--- config.mk ---
export PLATFORM = sky130hd
export DESIGN_NAME = fb_port_arbiter
export DESIGN_NICKNAME = d
export VERILOG_FILES = /design/src/rtl/fb_pkg.sv /design/src/rtl/fb_read_pipe.sv /design/src/rtl/fb_port_arbiter.sv
export SDC_FILE = /design/constraint.sdc
export NUM_CORES = 1
export LEC_CHECK = 0
export BUFFER_PORTS_ARGS = -buffer_cell sky130_fd_sc_hd__buf_2
export CAP_MARGIN = 40
export CORE_MARGIN = 2
export CORE_UTILIZATION = 49
export CTS_CLUSTER_DIAMETER = 40
export DETAILED_ROUTE_END_ITERATION = 8
export HOLD_SLACK_MARGIN = 0.12
export PLACE_DENSITY = 0.85
export SLEW_MARGIN = 40
export SYNTH_ARGS = -nofsm -noshare
export SYNTH_HDL_FRONTEND = slang
export SYNTH_HIERARCHICAL = 1
export SYNTH_SLANG_ARGS = --single-unit
export TNS_END_PERCENT = 1
--- constraint.sdc ---
create_clock -name clk -period 7.9 [get_ports clk]
set_clock_uncertainty 0.15 [all_clocks]
set_input_delay 0.395 -clock clk [delete_from_list [all_inputs] [get_ports clk]]
set_output_delay 0.395 -clock clk [all_outputs]
set_load 0.01 [all_outputs]
--- src/rtl/fb_pkg.sv ---
// Shared types and defaults for the frame-buffer port arbiter.
// The writer FSM state, default image geometry, and the frame size helper live here.
package fb_pkg;

  typedef enum logic {
    WRITE = 1'b0,
    HOLD  = 1'b1
  } fbState_t;

  localparam int WIDTH_DEF = 128;
  localparam int DEPTH_DEF = 128;
  localparam int PIX_W_DEF = 8;

  // Pixels per frame at the default geometry.
  localparam int FRAME_PIX = WIDTH_DEF * DEPTH_DEF;

  // Pixels per frame for an arbitrary geometry.
  function automatic int framePix(input int w, input int d);
    return w * d;
  endfunction

endpackage

--- src/rtl/fb_read_pipe.sv ---
// Display read pipeline: carries the image-region hit flag alongside the
// BRAM read so the pixel appears two cycles after its coordinate. Blanks
// the pixel to zero outside the image region.
module fb_read_pipe
  import fb_pkg::*;
#(
  parameter int PIX_W = PIX_W_DEF
) (
  input  logic             clk,
  input  logic             reset,
  input  logic             dispHit,
  input  logic [PIX_W-1:0] memRdata,
  output logic [PIX_W-1:0] pixOut,
  output logic             pixValid
);

  logic hitD1;

  // Two-stage hit delay; the second stage registers the BRAM data with it.
  always_ff @(posedge clk) begin
    if (reset) begin
      hitD1    <= 1'b0;
      pixValid <= 1'b0;
      pixOut   <= '0;
    end else begin
      hitD1    <= dispHit;
      pixValid <= hitD1;
      pixOut   <= hitD1 ? memRdata : '0;
    end
  end

endmodule

--- src/rtl/fb_port_arbiter.sv ---
// Frame-buffer port arbiter: shares one BRAM port between the VGA reader
// (absolute priority) and a valid/ready pixel writer.
// Build option FB_DOUBLE_BUF_EN: when defined, two banks are used and the
// writer fills the back bank, swapping at frame_start once a frame is
// complete. When undefined, a single bank is written continuously.
module fb_port_arbiter
  import fb_pkg::*;
#(
  parameter int WIDTH = WIDTH_DEF,
  parameter int DEPTH = DEPTH_DEF,
  parameter int PIX_W = PIX_W_DEF,
  parameter int AW    = $clog2(WIDTH * DEPTH) + 1
) (
  input  logic             clk,
  input  logic             reset,
  input  logic             frame_start,
  input  logic [9:0]       disp_x,
  input  logic [9:0]       disp_y,
  input  logic             disp_active,
  output logic [PIX_W-1:0] pix_out,
  output logic             pix_valid,
  input  logic             wr_valid,
  input  logic [PIX_W-1:0] wr_data,
  input  logic             wr_last,
  output logic             wr_ready,
  output logic [AW-1:0]    mem_addr,
  output logic             mem_we,
  output logic [PIX_W-1:0] mem_wdata,
  input  logic [PIX_W-1:0] mem_rdata,
  output logic             front_bank,
  output logic             frame_err
);

  // Index bits within one bank; the address MSB selects the bank.
  localparam int IW        = AW - 1;
  localparam int FRAME_LEN = framePix(WIDTH, DEPTH);
  localparam logic [IW-1:0] LAST_IDX = IW'(FRAME_LEN - 1);

  fbState_t      state;
  fbState_t      stateNext;
  logic [IW-1:0] wrIdx;
  logic [IW-1:0] wrIdxNext;
  logic          frontBank;
  logic          frontBankNext;
  logic          frameErr;
  logic          frameErrNext;

  logic          dispHit;
  logic [IW-1:0] dispIdx;
  logic          accept;
  logic          atLast;
  logic          backBank;

  assign dispHit = disp_active && (32'(disp_x) < WIDTH) && (32'(disp_y) < DEPTH);
  assign dispIdx = IW'(disp_y) * IW'(WIDTH) + IW'(disp_x);
  assign atLast  = (wrIdx == LAST_IDX);

`ifdef FB_DOUBLE_BUF_EN
  assign backBank = ~frontBank;
`else
  // Single bank: everything lives in bank 0 and frame_start has no effect.
  logic unusedFrameStart;
  assign unusedFrameStart = frame_start;
  assign backBank         = 1'b0;
`endif

  assign front_bank = frontBank;
  assign frame_err  = frameErr;

  // State register: writer FSM, write index, displayed bank, sticky error.
  always_ff @(posedge clk) begin
    if (reset) begin
      state     <= WRITE;
      wrIdx     <= '0;
      frontBank <= 1'b0;
      frameErr  <= 1'b0;
    end else begin
      state     <= stateNext;
      wrIdx     <= wrIdxNext;
      frontBank <= frontBankNext;
      frameErr  <= frameErrNext;
    end
  end

  // Next-state logic: advance on accepted writes, close the frame, swap banks.
  always_comb begin
    stateNext     = state;
    wrIdxNext     = wrIdx;
    frontBankNext = frontBank;
    frameErrNext  = frameErr;
    case (state)
      WRITE: begin
        if (accept) begin
          // wr_last must coincide exactly with the final pixel index.
          if (wr_last != atLast) begin
            frameErrNext = 1'b1;
          end
          if (wr_last || atLast) begin
`ifdef FB_DOUBLE_BUF_EN
            stateNext = HOLD;
`else
            wrIdxNext = '0;
`endif
          end else begin
            wrIdxNext = wrIdx + IW'(1);
          end
        end
      end
      HOLD: begin
`ifdef FB_DOUBLE_BUF_EN
        if (frame_start) begin
          frontBankNext = ~frontBank;
          wrIdxNext     = '0;
          stateNext     = WRITE;
        end
`else
        stateNext = WRITE;
`endif
      end
      default: stateNext = WRITE;
    endcase
  end

  // Port outputs: the display owns the port inside the image region.
  always_comb begin
    wr_ready  = (state == WRITE) && !dispHit;
    accept    = wr_valid && wr_ready;
    mem_we    = accept;
    mem_wdata = wr_data;
    if (dispHit) begin
      mem_addr = {frontBank, dispIdx};
    end else begin
      mem_addr = {backBank, wrIdx};
    end
  end

  fb_read_pipe #(
    .PIX_W(PIX_W)
  ) readPipe (
    .clk     (clk),
    .reset   (reset),
    .dispHit (dispHit),
    .memRdata(mem_rdata),
    .pixOut  (pix_out),
    .pixValid(pix_valid)
  );

endmodule
* Yosys cells after proc, flatten, opt, wreduce, memory -nomap -nowiden *
Cells that the tools add are included.

storage, ports and cells
  word-level logic and storage cells = 21
  bits in registers = 25
  output and inout bits = 36

cells by class
  bitwise operators = 1
  magnitude comparators = 2
  multiplexer cells = 2
  equal/unequal tests = 2
  add/subtract/negate cells = 2
  reductions and logical operators = 7

operators with widths
  kind                                                                            count
  14-bit 2-to-1 mux                                                               2
  10-bit by 8-bit less-than comparator with 1-bit output (second input constant)  2
  14-bit by 1-bit adder with 14-bit output (second input constant)                1
  14-bit by 10-bit adder with 14-bit output                                       1
  14-bit == test (second input constant)                                          1
  1-bit logical AND                                                               3
  2-bit AND reduction                                                             1
  2-bit OR reduction                                                              1
  1-bit zero test                                                                 1
  1-bit logical OR                                                                1
  1-bit inequality test                                                           1
  1-bit NOT                                                                       1

* Logic depth before layout (Yosys ltp) *
  word-level depth = 6
  mapped depth = 9

* Cells and area by module *
Netlist, hierarchy kept.

by module, submodules not included
  module           instances  cells an instance  area an instance (um^2)
  fb_port_arbiter  1          154                1266.2
  fb_read_pipe     1          20                 282.8

* Worst setup path after synthesis *
No wires, ideal clock.

  kind = register -> register
  from = register wrIdx[0]
  to = register wrIdx[13]
  stages on the path, launching flop included = 10
  period minus slack after synthesis = 2.531 ns
  library setup time = 0.116 ns
  setup slack = 5.369 ns
  arrival time = 2.264 ns
  buffers on the path = 1
  path through = dfxtp_1 -> ha_1 -> nand3_1 -> nor4_1 -> nand3_1 -> ha_1 -> a221oi_2 -> buf_2 -> a211oi_1 -> a31o_2

on the way
  cells in the longest elaborated chain, start to end = 3
  elaborated cells on any way between the ends = 4
  classes of those cells = add/sub: 1; eq/ne: 1; mux: 1; reduce/logical: 1

ends and longest elaborated chain
  element                                                                           line                   text
  start, declared                                                                   fb_port_arbiter.sv:41  logic [IW-1:0] wrIdx;
  start signal, assigned                                                            fb_port_arbiter.sv:79  wrIdx <= wrIdxNext;
  branches (longest 2 deep; another with 14-bit by 1-bit adder with 14-bit output)  n/a
  14-bit 2-to-1 mux *                                                               fb_port_arbiter.sv:98  if (wr_last || atLast) begin

Every way passes the cells marked *.
A chain may end at the register's enable or synchronous reset.

* Final worst setup path *
  from = register wrIdx[0]
  to = register wrIdx[10]

Same word-level chain as after synthesis.

==> results.md <==
- Area of the die: 3630 um2
- Final worst-path cycle share: 38.3%
- Reg power frac: 57.2%
- Tot GR Track Use: 20.2%
- Slew @ Worst Pin: 0.744 ns
- Slew Limit Headroom: 50.3%
- Per-cell routed wire length: 12.9 um
- Switching Fraction: 27.2%
- Area contributors post-synth: dfxtp_1 32%, buf_4 4.8%, ha_1 4.8%
- RSZ-0062 raised after global routing: false
- Cts bufs inserted: 3
- Critical path data arrival time: 3.11 ns
- Xor/xnor cell area share of the yosys netlist: 6.22%
- Final net count: 273
- Compound-Gate Fraction of Synth Area: 15.8%
- Die extent in y: 60.2 um
- DR iter-0 viols: 42
- Rows: 20
- Max-slew violation count: 0
- Final instance area: 1840 um2
- Power share of the clock group: 28.1%
- Worst skew pair latency: 0.33 ns
- Main synth FF type: dfxtp_1
- Yosys top cell area share: 32.3%
- Startpoint types: flip-flop
- Max VDD drop: 0.0604 mV
- Min-delay src: mem_rdata[7]
- PD cells: 121 nW/um2
- Largest net degree at the start of global routing: 23
- P_sw: 0.0608 mW
- Clock transition at path regs: 0.15 ns
- N_diodes: 0
- Via density: 5.30
- Placer congestion estimate: 0.819
- Post-synthesis simple-gate area fraction: 23.3%
- Cts repair resizes: 0
- Clk root buf: clkbuf_4
- Hold buffer count at cts: 0
- Final Critical Period: 3.02 ns
- IO buf count: 58
- Num ports: 78
- Die X: 60.2 um
- Setup_tns: 0 ns
- Layout cell share with drive strength beyond 1: 36.3%
- Combinational fraction of design power: 14.7%
- Critical-path cell list: ha_1 -> nand3_1 -> nor4_1 -> nand3_1 -> ha_1 -> a221oi_2 -> buf_4 -> nor2_1 -> mux2_4
- Final wirelength: 3.44 mm
- Vias in the first global route: 1268
- Core footprint: 3030 um2
- LEAKAGE: 0.850 nW
- Area Growth Syn to Fin: 18.7%
- Seq/Total Area, Yosys: 32.3%
- CTS tree: yes
- RR Startpoint: wrIdx[0]
- Post-synth top cells: 25 x dfxtp_1, 14 x nand2_1, 13 x nor2_1, 11 x inv_1, 10 x buf_4
- Worst EP required: 7.99 ns
- Max-cap viol count: 0
- Crit path max fanout: 9
- Via count: 1416
- Wire length of the first global-routing pass: 5.48 mm
- Drt first pass iters: 4
- Antenna-violating nets left: 0
- Starting Density: 51.2%
- Combinational family with the most area after synthesis: simple AND/OR/NAND/NOR gates
- Antenna violations before repair: 0
- Final setup viols: 0
- Crit Path Category: flip-flop to flip-flop
- # DRC: 0
- Async set-or-reset flop fraction in the synthesized netlist: 0%
- Yosys reg bits: 25
- Clk sink count: 25
- Grt total ovfl: 0
- Setup bufs post-CTS: 0
- Adder-cell share of the synthesized area: 6.14%
- Cell Area, Synth: 1550 um2
- Dpl cell area: 1810 um2
- Internal Power: 0.163 mW
- Multiplexer share of the synthesized area: 6.79%
- Most numerous cell in the Yosys netlist: dfxtp_1
- H-tree depth: 1
- Synthesis Warnings: 6
- Most area-hungry cell type in the Yosys netlist: dfxtp_1
- Post-detail-place hpwl: 2.64 mm
- CP max stage delay: 0.46 ns
- Hold/Removal Path Class: primary input to flip-flop
- Setup crit end kind: flip-flop
- Clk buf depth: 2
- CP startpoint: wrIdx[0]
- Status: completed
- Synth Area per Inst: 8.90 um2
- Crit-path slowest cell: dfxtp_1
- Post-synth EDFFs: 0
- Synth unique cells: 42
- Max Fclk: 0.331 GHz
- Endpoints failing hold: 0
- Cell count after synthesis: 174
## worst max-delay path, delay by kind of cell, from the launching register on
family          cells  cell delay (ns)
simple gates        4             0.90
flops               1             0.46
compound gates      1             0.46
fa+ha+maj           2             0.44
mux                 1             0.26
buf+inv             1             0.25
## flip-flops by register name, indices dropped and copies added (netlist names)
register,count
wrIdx,14
readPipe/pixOut,8
frame_err,1
readPipe/hitD1,1
readPipe/pixValid,1
## cell type report
cell class	count	area, um2
fill	286	1190
timing repair buffer	59	298
multi-input combinational	123	910
clock inverter	1	8.76
inverter	12	45.0
sequential	25	500
tap	44	55.1
clock buffer	3	22.5
## power groups by stage
| stage | Sequential (mW) | Combinational [mW] | Clock [mW] |
|---|---|---|---|
| final | 0.128 | 0.0329 | 0.0628 |
| after global routing | 0.128 | 0.0369 | 0.0724 |
| after CTS | 0.128 | 0.0331 | 0.0638 |
| after detailed placement | 0.130 | 0.0330 | 0 |
| after global placement | 0.130 | 0.0315 | 0 |
| after floorplan | 0.130 | 0.0224 | 0 |
## worst paths after layout
check | cells after the start | endpoint | slack, ns
max | 9 | wrIdx[10] | 4.88
min | 2 | readPipe/pixOut[7] | 0.15
max reg2reg | 9 | wrIdx[10] | 4.88
min reg2reg | 2 | frame_err | 0.33
## layout by cell type, fill, tap and decap left out, types with 2 or more instances in the layout
| cell | Yosys | final |
|---|---|---|
| buf_2 | 3 | 58 |
| dfxtp_1 | 25 | 25 |
| nand2_1 | 14 | 14 |
| nor2_1 | 13 | 13 |
| inv_1 | 11 | 11 |
| and3b_1 | 8 | 8 |
| o21ai_0 | 7 | 7 |
| a21oi_1 | 7 | 7 |
| a211oi_1 | 7 | 7 |
| nand3_1 | 6 | 6 |
| xor2_1 | 6 | 6 |
| mux2_2 | 6 | 6 |
| ha_1 | 6 | 6 |
| nand4_1 | 5 | 5 |
| xnor2_1 | 5 | 5 |
| nor2b_1 | 3 | 3 |
| clkbuf_4 | 0 | 3 |
| nor4_1 | 2 | 2 |
| o2111ai_1 | 2 | 2 |
| mux2_1 | 2 | 2 |
| a31o_2 | 2 | 2 |
| o31ai_1 | 2 | 2 |
| or4_2 | 2 | 2 |
| conb_1 | 1 | 2 |
## routing by layer
layer / vias to the layer above / share of wire, % / global-route usage (%)
met2: 63 / 47 / 34.5
met3: 4 / 7.9 / 3.25
met5: - / 0 / 0
met1: 638 / 44 / 25.1
li1: 711 / - / -
met4: 0 / 1.5 / 7.94
## cell families after synthesis
group                    after synthesis
XOR/XNOR                              11
AO/OA/AOI/OAI                         34
other                                  1
AND/OR/NAND/NOR                       60
buffers and inverters                 27
multiplexers                           9
adder cells (fa/ha/maj)                7
flip-flops                            25
## per-stage QoR
step / total power [mW] / std cells / worst slack [ns] / hold slack, ns / utilization [%]
5_1_grt: 0.237 / 267 / 4.59 / 0.127 / 60.7
2_1_floorplan: 0.153 / 175 / 5.37 / 0.314 / -
3_5_place_dp: 0.163 / 263 / 4.91 / 0.307 / 59.7
4_1_cts: 0.225 / 267 / 4.86 / 0.146 / 60.7
6_report: 0.223 / 267 / 4.88 / 0.148 / 60.7
3_3_place_gp: 0.162 / 262 / 4.80 / 0.294 / 59.5
Power figures use the tool's default switching activity.
